<file path="src/rtl/cam_mem_arbiter.sv">
// Round-robin sequencer for the shared synchronous-read CAM memory port: grants one read
// burst at a time, issues its addresses and returns owner-tagged data RD_LAT cycles later.
module cam_mem_arbiter #(
  parameter int NUM_REQ = 2,
  parameter int ADDR_W  = 8,
  parameter int DATA_W  = 32,
  parameter int LEN_W   = 4,
  parameter int RD_LAT  = 2
) (
  input  logic                      clock,
  input  logic                      reset,
  input  logic [NUM_REQ-1:0]        req,
  input  logic [NUM_REQ*ADDR_W-1:0] req_addr,
  input  logic [NUM_REQ*LEN_W-1:0]  req_len,
  output logic [NUM_REQ-1:0]        gnt,
  output logic                      mem_ce,
  output logic [ADDR_W-1:0]         mem_addr,
  input  logic [DATA_W-1:0]         mem_q,
  output logic [NUM_REQ-1:0]        rd_vld,
  output logic [DATA_W-1:0]         rd_data,
  output logic                      rd_last,
  output logic                      busy
);

  localparam int PW  = (NUM_REQ > 1) ? $clog2(NUM_REQ) : 1;
  localparam int DCW = (RD_LAT > 1) ? $clog2(RD_LAT) : 1;

  if (NUM_REQ < 2 || RD_LAT < 1) begin : g_bad_params
    $error("cam_mem_arbiter: NUM_REQ must be >= 2 and RD_LAT >= 1");
  end

  typedef enum logic [1:0] {
    IDLE,
    ISSUE,
    DRAIN
  } state_t;

  state_t                     state;
  logic [PW-1:0]              ptr;
  logic [PW-1:0]              owner;
  logic [NUM_REQ-1:0]         owner_oh;
  logic [LEN_W-1:0]           len_q;
  logic [LEN_W-1:0]           wcnt;
  logic [DCW-1:0]             dcnt;
  logic                       mem_last;

  logic                       pick_any;
  logic [PW-1:0]              pick;
  logic [NUM_REQ-1:0]         pick_oh;
  logic [PW:0]                arb_idx;

  logic [RD_LAT-1:0][NUM_REQ-1:0] pipe_vld;
  logic [RD_LAT-1:0]              pipe_last;

  // Rotating priority search: first set request at or after ptr, wrapping modulo NUM_REQ.
  always_comb begin
    pick_any = 1'b0;
    pick     = '0;
    pick_oh  = '0;
    arb_idx  = '0;
    for (int unsigned off = 0; off < NUM_REQ; off++) begin
      arb_idx = {1'b0, ptr} + (PW+1)'(off);
      if (arb_idx >= (PW+1)'(NUM_REQ)) arb_idx = arb_idx - (PW+1)'(NUM_REQ);
      if (!pick_any && req[arb_idx[PW-1:0]]) begin
        pick_any                  = 1'b1;
        pick                      = arb_idx[PW-1:0];
        pick_oh[arb_idx[PW-1:0]]  = 1'b1;
      end
    end
  end

  always_ff @(posedge clock or negedge reset) begin
    if (!reset) begin
      state    <= IDLE;
      ptr      <= '0;
      owner    <= '0;
      owner_oh <= '0;
      len_q    <= '0;
      wcnt     <= '0;
      dcnt     <= '0;
      mem_last <= 1'b0;
      gnt      <= '0;
      mem_ce   <= 1'b0;
      mem_addr <= '0;
      busy     <= 1'b0;
    end else begin
      gnt <= '0;
      case (state)
        IDLE: begin
          if (pick_any) begin
            state    <= ISSUE;
            owner    <= pick;
            owner_oh <= pick_oh;
            len_q    <= req_len[pick*LEN_W +: LEN_W];
            wcnt     <= '0;
            mem_last <= (req_len[pick*LEN_W +: LEN_W] == '0);
            gnt      <= pick_oh;
            mem_ce   <= 1'b1;
            mem_addr <= req_addr[pick*ADDR_W +: ADDR_W];
            busy     <= 1'b1;
          end
        end
        ISSUE: begin
          if (wcnt == len_q) begin
            state    <= DRAIN;
            mem_ce   <= 1'b0;
            mem_last <= 1'b0;
            dcnt     <= DCW'(RD_LAT - 1);
          end else begin
            wcnt     <= wcnt + LEN_W'(1);
            mem_addr <= mem_addr + ADDR_W'(1);
            mem_last <= ((wcnt + LEN_W'(1)) == len_q);
          end
        end
        DRAIN: begin
          if (dcnt == '0) begin
            state <= IDLE;
            busy  <= 1'b0;
            ptr   <= (owner == PW'(NUM_REQ - 1)) ? '0 : owner + PW'(1);
          end else begin
            dcnt <= dcnt - DCW'(1);
          end
        end
        default: state <= IDLE;
      endcase
    end
  end

  // Tag pipeline: one stage per cycle of memory latency, aligned with mem_q.
  always_ff @(posedge clock or negedge reset) begin
    if (!reset) begin
      pipe_vld  <= '0;
      pipe_last <= '0;
    end else begin
      pipe_vld[0]  <= mem_ce ? owner_oh : '0;
      pipe_last[0] <= mem_ce & mem_last;
      for (int unsigned i = 1; i < RD_LAT; i++) begin
        pipe_vld[i]  <= pipe_vld[i-1];
        pipe_last[i] <= pipe_last[i-1];
      end
    end
  end

  assign rd_vld  = pipe_vld[RD_LAT-1];
  assign rd_last = pipe_last[RD_LAT-1];
  assign rd_data = mem_q;

endmodule

</file>
<file path="config.mk">
export PLATFORM = sky130hd
export DESIGN_NAME = cam_mem_arbiter
export DESIGN_NICKNAME = d
export VERILOG_FILES = /design/src/rtl/cam_mem_arbiter.sv
export SDC_FILE = /design/constraint.sdc
export NUM_CORES = 1
export LEC_CHECK = 0
export ABC_AREA = 1
export CAP_MARGIN = 20
export CORE_MARGIN = 1
export CORE_UTILIZATION = 37
export DETAILED_ROUTE_END_ITERATION = 8
export GPL_TIMING_DRIVEN = 0
export PLACE_DENSITY = 0.74
export RECOVER_POWER = 50
export SLEW_MARGIN = 15
export SYNTH_ARGS = -nofsm -noshare
export SYNTH_HDL_FRONTEND = slang
export SYNTH_SLANG_ARGS = --single-unit
</file>
<file path="constraint.sdc">
create_clock -name clock -period 2.46 [get_ports clock]
set_clock_uncertainty 0.15 [all_clocks]
set_input_delay 0.492 -clock clock [delete_from_list [all_inputs] [get_ports clock]]
set_output_delay 0.492 -clock clock [all_outputs]
set_load 0.005 [all_outputs]
</file>
* Yosys cells after proc, flatten, opt, wreduce, memory -nomap -nowiden
Cells that the tools add are included.
** Storage, ports and cells
- Register bits after elaboration :: 34
- Input bits :: 60
- Output and inout bits :: 47
- Logic and storage cells :: 99
** Operators by class
- Add/sub/neg operators :: 7
- Order comparisons :: 6
- Equal/unequal tests :: 8
- Shifts and indexed selects :: 2
- Mux-type cells :: 41
- Bitwise logic cells :: 3
- Reduce and logical (&&, ||, !) cells :: 17
** Operator list (number)
- $mux 1 :: 20
- $mux 2 :: 8
- $mux 8 :: 2
- $pmux 8 s2 :: 1
- $shiftx 16x5->8 :: 1
- $reduce_and 3->1 :: 4
- $add 8x1->8 const B :: 1
- $eq 4x4->1 :: 2
- $mux 4 :: 2
- $ne 2x2->1 const B :: 4
- $pmux 1 s2 :: 4
- $pmux 4 s2 :: 1
- $reduce_and 2->1 :: 4
- $shiftx 8x4->4 :: 1
- $pmux 2 s3 :: 1
- $reduce_bool 2->1 :: 3
- $add 4x1->4 const B :: 1
- $logic_not 4->1 :: 1
- $lt 1x2->1 const B :: 2
- $logic_and 1x1->1 :: 3
- $sub 1x1->1 const B :: 3
- $add 1x1->2 const B :: 1
- $demux 1 s1 :: 2
- $eq 2x1->1 const B :: 1
- other kinds (10) :: 11

* Longest topological paths before layout
Gate-level depths: netlist of run 1.
- Word-level depth :: 12
- Depth in mapped cells :: 10
- Depth with buffers taken out :: 10

* Worst setup path before layout of run 1
OpenSTA, ideal clock, no wires.
- Kind :: flip-flop to flip-flop
- From :: register wcnt[0]
- To :: register mem_last
- Library setup time :: 0.071 ns
- Arrival time :: 1.214 ns
- Required time :: 2.239 ns
- Setup slack :: 1.025 ns
- Stages on the path, launching flop included :: 8
- Path buffers :: 0
- Clock period less this slack :: 1.435 ns
- Cell sequence :: dfrtp_1 ha_1 xor2_1 nor2_1 nand3_1 nor2_1 nor2_1 nor2_1
** On the way
- Cells in the longest elaborated chain, start to end :: 4
- Elaborated cells between the ends (all ways) :: 5
** RTL lines
- start, declared :: line 43 : logic [LEN_W-1:0] wcnt;
- start signal, assigned :: line 110 : wcnt <= wcnt + LEN_W'(1);
- $add 4x1->4 :: line 112 : mem_last <= ((wcnt + LEN_W'(1)) == len_q);
- $eq 4x4->1 :: line 112
- $mux 1 (*) :: line 104 : if (wcnt == len_q) begin
- $pmux 1 s2 (*) :: line 88 : case (state)
- end signal, assigned :: line 96 : mem_last <= (req_len[pick*LEN_W +: LEN_W] == '0);
- end signal, assigned :: line 112
- end, declared :: line 45 : logic mem_last;
Mark *: on every way between the ends. The rest lies on a longest branch, timed or not.
A chain may end at the register's enable or synchronous reset.

* Worst setup path after layout of run 1
- From :: input port req[1]
- To :: register mem_addr[3]
** On the way
- Cells in the longest elaborated chain, start to end :: 9
- Elaborated cells between the ends (all ways) :: 15
** RTL lines
- start, declared :: line 12 : input logic [NUM_REQ-1:0] req,
- $mux 1 (implied by the code) (2 in a row) :: line 64 : if (!pick_any && req[arb_idx[PW-1:0]]) begin
- $mux 1 :: line 64
- $logic_not 1->1 :: line 64
- $logic_and 1x1->1 :: line 64
- $mux 1 :: line 64
- $shiftx 16x5->8 :: line 99 : mem_addr <= req_addr[pick*ADDR_W +: ADDR_W];
- $mux 8 :: line 90 : if (pick_any) begin
- $pmux 8 s2 :: line 88
- end signal, assigned :: line 99
- end signal, assigned :: line 111 : mem_addr <= mem_addr + ADDR_W'(1);
- end, declared :: line 17 : output logic [ADDR_W-1:0] mem_addr,
Several ways; a longest one is shown, not always the timed one. The select of a mux whose other input is x is not followed.

==> results of run 1 <==
layout by cell type, fill, tap and decap left out, drive strengths merged:
| cell | synthesis | routed |
|---|---|---|
| o22ai | 2 | 2 |
| clkinv | 0 | 1 |
| nor2 | 20 | 20 |
| inv | 31 | 31 |
| nand3b | 1 | 1 |
| o21ai | 18 | 18 |
| clkdlybuf4s50 | 0 | 61 |
| dlygate4sd3 | 0 | 12 |
| a21oi | 2 | 2 |
| a31oi | 1 | 1 |
| clkinvlp | 0 | 1 |
| ha | 2 | 2 |
| o21a | 2 | 2 |
| clkbuf | 0 | 6 |
| dfrtp | 34 | 34 |
| xnor2 | 4 | 4 |
| xor2 | 7 | 7 |
| nand2 | 80 | 80 |
| nand3 | 25 | 25 |
| buf | 39 | 40 |
metrics by stage:
stage / hold WS (ps) / setup WS, ps / instance area, um2 / instances
after CTS: 141 / 487 / 3000 / 420
after global placement: 184 / 10.8 / 2910 / 412
after global routing: 181 / 299 / 3000 / 420
after detailed placement: 185 / 171 / 2910 / 412
final: 126 / 428 / 3000 / 420
after floorplan: 46.4 / 1030 / 2080 / 268
power breakdown:
part / internal (uW) / total [uW] / leakage, uW / switching [uW]
Sequential: 819 / 1040 / 0.000418 / 225
Combinational: 781 / 1630 / 0.00107 / 845
Clock: 225 / 439 / 0.0000472 / 214
Total: 1820 / 3110 / 0.00153 / 1280
sequential cells by signal, indices dropped and copies added (netlist names):
register	flops
mem_ce	1
rd_vld	2
owner_oh	2
len_q	4
state	2
owner	1
mem_addr	8
dcnt	1
ptr	1
busy	1
pipe_last	2
wcnt	4
gnt	2
pipe_vld	2
mem_last	1
worst max-delay path, cell delays in order:
cell and delay, ps:
dlygate4sd3_1 660, inv_1 80, a21oi_2 250, inv_1 180
buf_2 230, nand3_1 110, nand2_1 60
metal layers:
metal | up-vias | routed length, um | GRT usage
met5 | - | 0 | 0
met1 | 828 | 1980 | 0.206
met2 | 78 | 2390 | 0.312
met4 | 0 | 64 | 0.0585
li1 | 961 | - | -
met3 | 8 | 350 | 0.0524
worst max-delay path by stage:
| stage | startpoint | slack [ps] | cells after the start | to |
|---|---|---|---|---|
| CTS | req[1] | 490 | 7 | mem_addr[3] |
| finish | req[1] | 430 | 7 | mem_addr[3] |
| global route | req[1] | 300 | 7 | owner_oh[0] |
| floorplan | wcnt[0] | 1030 | 7 | mem_last |
| detailed placement | req[1] | 170 | 7 | mem_addr[3] |
| global placement | reset | 10 | 1 | mem_addr[3] |
area by class of cell:
class	instances	area share
clock inverters	2	0.00418
clock buffers	6	0.0276
plain buffers	39	0.101
inverters	31	0.0388
well taps	70	0.0292
flip-flops and latches	34	0.284
repair buffers	74	0.246
multi-input cells	164	0.270
cells by family (layout without fill, tap and decap cells):
family	after synthesis	after routing	synth area share
XOR/XNOR	11	11	0.0463
AND/OR/NAND/NOR	126	126	0.261
flip-flops	34	34	0.409
AO/OA/AOI/OAI	25	25	0.0715
buffers and inverters	70	152	0.201
adder cells (fa/ha/maj)	2	2	0.0120
==> results.txt, run 1 <==
IO Port Bufs: 74
Top cells by count, synth: nand2_1 (76), buf_4 (35), dfrtp_1 (34), inv_1 (31), nand3_1 (24)
Top cells by area, synth: dfrtp_1 (41%), nand2_1 (14%), buf_4 (13%)
Skew-Pair Late Insertion Delay: 290 ps
DRT antenna net count: 0
Final min period: 2030 ps
VDD IR max: 0.000476 V
Sequential share of the synthesized area: 0.409
Arrival time at the worst endpoint: 2060 ps
H-tree Lvls: 2
Max-cap violations: 0
Aggregate global-route resource usage: 0.178
Req. time, crit path: 2490 ps
Status: complete, no violations
IO Pins: 107
Diodes inserted: 0
Yosys reg bits: 34
Worst Hold Class: in2async
Max Fclk: 492 MHz
Synth Instances: 268
CTS Hold Bufs: 0
CP max FO: 10
Pre-Repair DR Iteration Count: 4
Area of the multi-input gates: 808 um2
Detailed placer's ending HPWL: 3.72 mm
Startpoint types: primary input
Share of the synthesized area in the top cell type: 0.409
Library cells used by synthesis: 24
CTS max path bufs: 2
Routed len/inst: 11.4 um
Part of the cycle the worst path needs: 0.826
Layout cells sized above 1: 0.163
Starting Density: 0.395
Asr flop ratio synth: 1.00
Setup crit end kind: flip-flop
Largest net degree at the start of global routing: 35
Reg-to-reg slack, setup: 780 ps
Gp weighted congestion: 0.844
Pins Over Slew Limit: 0
Power Total: 3110 uW
Actual slew at the worst max-slew pin: 777 ps
CTS tree: built
Worst setup path category: in2reg
Global-route wire length before repair: 8.40 mm
Die H: 77.0 um
Final setup fails: 0
Clk slew on worst S/H paths: 70 ps
Die W: 77.0 um
Slew margin rel.: 0.482
Die footprint: 5930 um2
RSZ-0062 raised after global routing: false
Critical R2R Launch: state[0]
Worst R2R End: mem_addr[3]
DRC errors left: 0
Antenna violations before repair: 0
Largest area contributor in the netlist: dfrtp_1
CTS root buf: clkbuf_8
Mapped Avg Cell Area: 7.77 um2
Synthesized net count: 330
Hold Violations, Final: 0
Area of the mapped netlist: 2080 um2
Clock sink count: 34
Core Util, Final: 0.568
WL final: 4.79 mm
Pwr Density: 1040 nW/um2
Total vias in the final route: 1875
Clock buffer count from CTS: 5
P&R area growth vs syn: 43.9%
Reg2reg path depth: 7
FF+latch area: 851 um2
Core Area: 5270 um2
Final Net Count: 411
Synth Flop Type: dfrtp_1
Post-CTS Setup Repair Bufs: 0
Setup TNS: 0 ps
Post_cts resized: 0
# rows: 26
P_leak: 0.00153 uW
Vias in the first global route: 1869
Synth warn: 0
Global route overflow: 0
Most common cell in the netlist: nand2_1
Post-synth EDFFs: 0
Fillers: 499
Starting DRT DRC Count: 68
Vias/cell: 4.46
Power figures use the tool's default switching activity.
==> run 2, diff against run 1 <==
- clock period: 2.46 -> 1.9 ns (I/O delays scaled with it)
==> run 2 against run 1 <==
Cell count is the same; power increased by 30%; sequential power is 30% higher; flip-flop and latch count unchanged; critical endpoint is now mem_addr[0]; first-iteration DRC count is 10% lower; register-to-register slack got worse by 500 ps; die area unchanged; combinational power grew 30%.
==> results.txt, run 2 (synthesized netlist as in run 1, its figures left out) <==
Status: complete, no violations (unchanged)
Slew margin rel.: 0.424 (was 0.482)
Worst setup path category: reg2out (was in2reg)
WL final: 4.79 mm (about the same)
Detailed placer's ending HPWL: 3.72 mm (unchanged)
Hold Violations, Final: 0 (unchanged)
DRC errors left: 0 (unchanged)
Part of the cycle the worst path needs: 0.950
Placement Cell Area: 2910 um2 (unchanged)
Setup TNS: 0 ps (unchanged)
Critical path's largest stage delay: 540 ps (was 660 ps)
CTS tree: built (unchanged)
Max reg flops: 8 (unchanged)
Max-cap violations: 0 (unchanged)
Area of the multi-input gates: 818 um2 (was 808 um2)
H-tree Lvls: 2 (unchanged)
Layout cells sized above 1: 0.166 (was 0.163)
Top delay family on crit path: buffers and inverters (unchanged)
Worst Hold Class: in2async (unchanged)
WP buf/inv: 1 (was 4)
Die footprint: 5930 um2 (unchanged)
Vias/cell: 4.47 (was 4.46)
Global route overflow: 0 (unchanged)
Aggregate global-route resource usage: 0.178 (unchanged)
Max Fclk: 554 MHz
Die H: 77.0 um (unchanged)
Post-CTS Setup Repair Bufs: 0 (unchanged)
Clock sink count: 34 (unchanged)
Clk slew on worst S/H paths: 70 ps (about the same)
Global-route wire length before repair: 8.40 mm (unchanged)
Max stage delay cell, worst path: clkdlybuf4s50_1 (was dlygate4sd3_1)
# rows: 26 (unchanged)
Routed len/inst: 11.4 um (about the same)
Largest register by flop count: mem_addr (unchanged)
Critical path, cell by cell: clkdlybuf4s50_1 (was dlygate4sd3_1 > inv_1 > a21oi_2 > inv_1 > buf_2 > nand3_1 > nand2_1)
Antenna violations before repair: 0 (unchanged)
DRT antenna net count: 0 (unchanged)
Pwr Density: 1340 nW/um2 (was 1040 nW/um2)
Commonest non-fill, non-tap cell in the layout: nand2_1 (unchanged)
Place WS: -277 ps (was 171 ps)
VDD IR max: 0.000616 V (was 0.000476 V)
Final Net Count: 411 (unchanged)
CP max FO: 5 (was 10)
Fillers: 495 (was 499)
Diodes inserted: 0 (unchanged)
CTS max path bufs: 2 (unchanged)
Vias in the first global route: 1869 (unchanged)
IO Port Bufs: 74 (unchanged)
CTS root buf: clkbuf_8 (unchanged)
Biggest regs: mem_addr (8), len_q (4), wcnt (4) (unchanged)
Starting DRT DRC Count: 61 (was 68)
Req. time, crit path: 1370 ps (was 2490 ps)
Die W: 77.0 um (unchanged)
Final setup fails: 0 (unchanged)
Core Area: 5270 um2 (unchanged)
P_leak: 0.00155 uW (was 0.00153 uW)
Largest net degree at the start of global routing: 35 (unchanged)
P&R area growth vs syn: 44.5% (was 43.9%)
Commonest cells after routing, fill and taps aside: nand2_1 (76), clkdlybuf4s50_1 (60), buf_4 (35), dfrtp_1 (34), inv_1 (31) (was nand2_1 (77), clkdlybuf4s50_1 (61), buf_4 (35), dfrtp_1 (34), inv_1 (31))
IO Pins: 107 (unchanged)
Clock buffer count from CTS: 5 (unchanged)
Final min period: 1810 ps
Startpoint types: flip-flop (was primary input)
Skew-Pair Late Insertion Delay: 290 ps (about the same)
CTS Hold Bufs: 0 (unchanged)
RSZ-0062 raised after global routing: false (unchanged)
Actual slew at the worst max-slew pin: 863 ps (was 777 ps)
Setup crit end kind: output pin (was flip-flop)
Gp weighted congestion: 0.844 (unchanged)
Pins Over Slew Limit: 0 (unchanged)
Post_cts resized: 0 (unchanged)
Arrival time at the worst endpoint: 1280 ps (was 2060 ps)
Worst Setup Slack, final: 94.9 ps (was 428 ps)
Total vias in the final route: 1877 (was 1875)
Starting Density: 0.395 (unchanged)
FF+latch area: 851 um2 (unchanged)
Pre-Repair DR Iteration Count: 4 (unchanged)
Final Cell Area: 3010 um2 (was 3000 um2)
## run 2: report_power, final
part,leakage [uW],internal (uW),switching (uW)
Combinational,0.00108,1010,1100
Sequential,0.000418,1060,290
Clock,0.0000472,291,275
## run 2: layer usage
layer,vias up,global-route usage,wire [um]
met5,-,0,0
met4,0,0.0585,64
met3,8,0.0524,376
met2,81,0.312,2400
met1,827,0.206,1950
li1,961,-,-
## run 2: per-stage QoR
step | std cells | power (uW) | utilization | hold WS (ps)
3_3_place_gp | 412 | 3440 | 0.552 | 184
2_1_floorplan | 268 | 2750 | - | -65.6
3_5_place_dp | 412 | 3500 | 0.551 | 185
6_report | 420 | 4030 | 0.571 | 41.4
5_1_grt | 420 | 4430 | 0.571 | 106
4_1_cts | 420 | 4090 | 0.569 | 29.5
## run 2: final timing paths
path / cells after the start / slack (ps) / to / startpoint
hold / removal: 1 / 40 / len_q[0] / reset
setup reg to reg: 7 / 280 / mem_addr[3] / state[0]
hold reg to reg: 0 / 200 / rd_vld[0] / pipe_vld[0]
setup / recovery: 1 / 90 / mem_addr[0] / mem_addr[0]
min in group clock: 0 / 200 / rd_vld[0] / pipe_vld[0]
max in group asynchronous: 1 / 1020 / mem_addr[5] / reset
## run 2: area by class of cell
cell class,count,share of cell area
sequential,34,0.283
multi-input combinational,164,0.272
timing repair buffer,74,0.245
buffer,39,0.100
inverter,31,0.0387
tap,70,0.0291
clock buffer,6,0.0275
clock inverter,2,0.00416
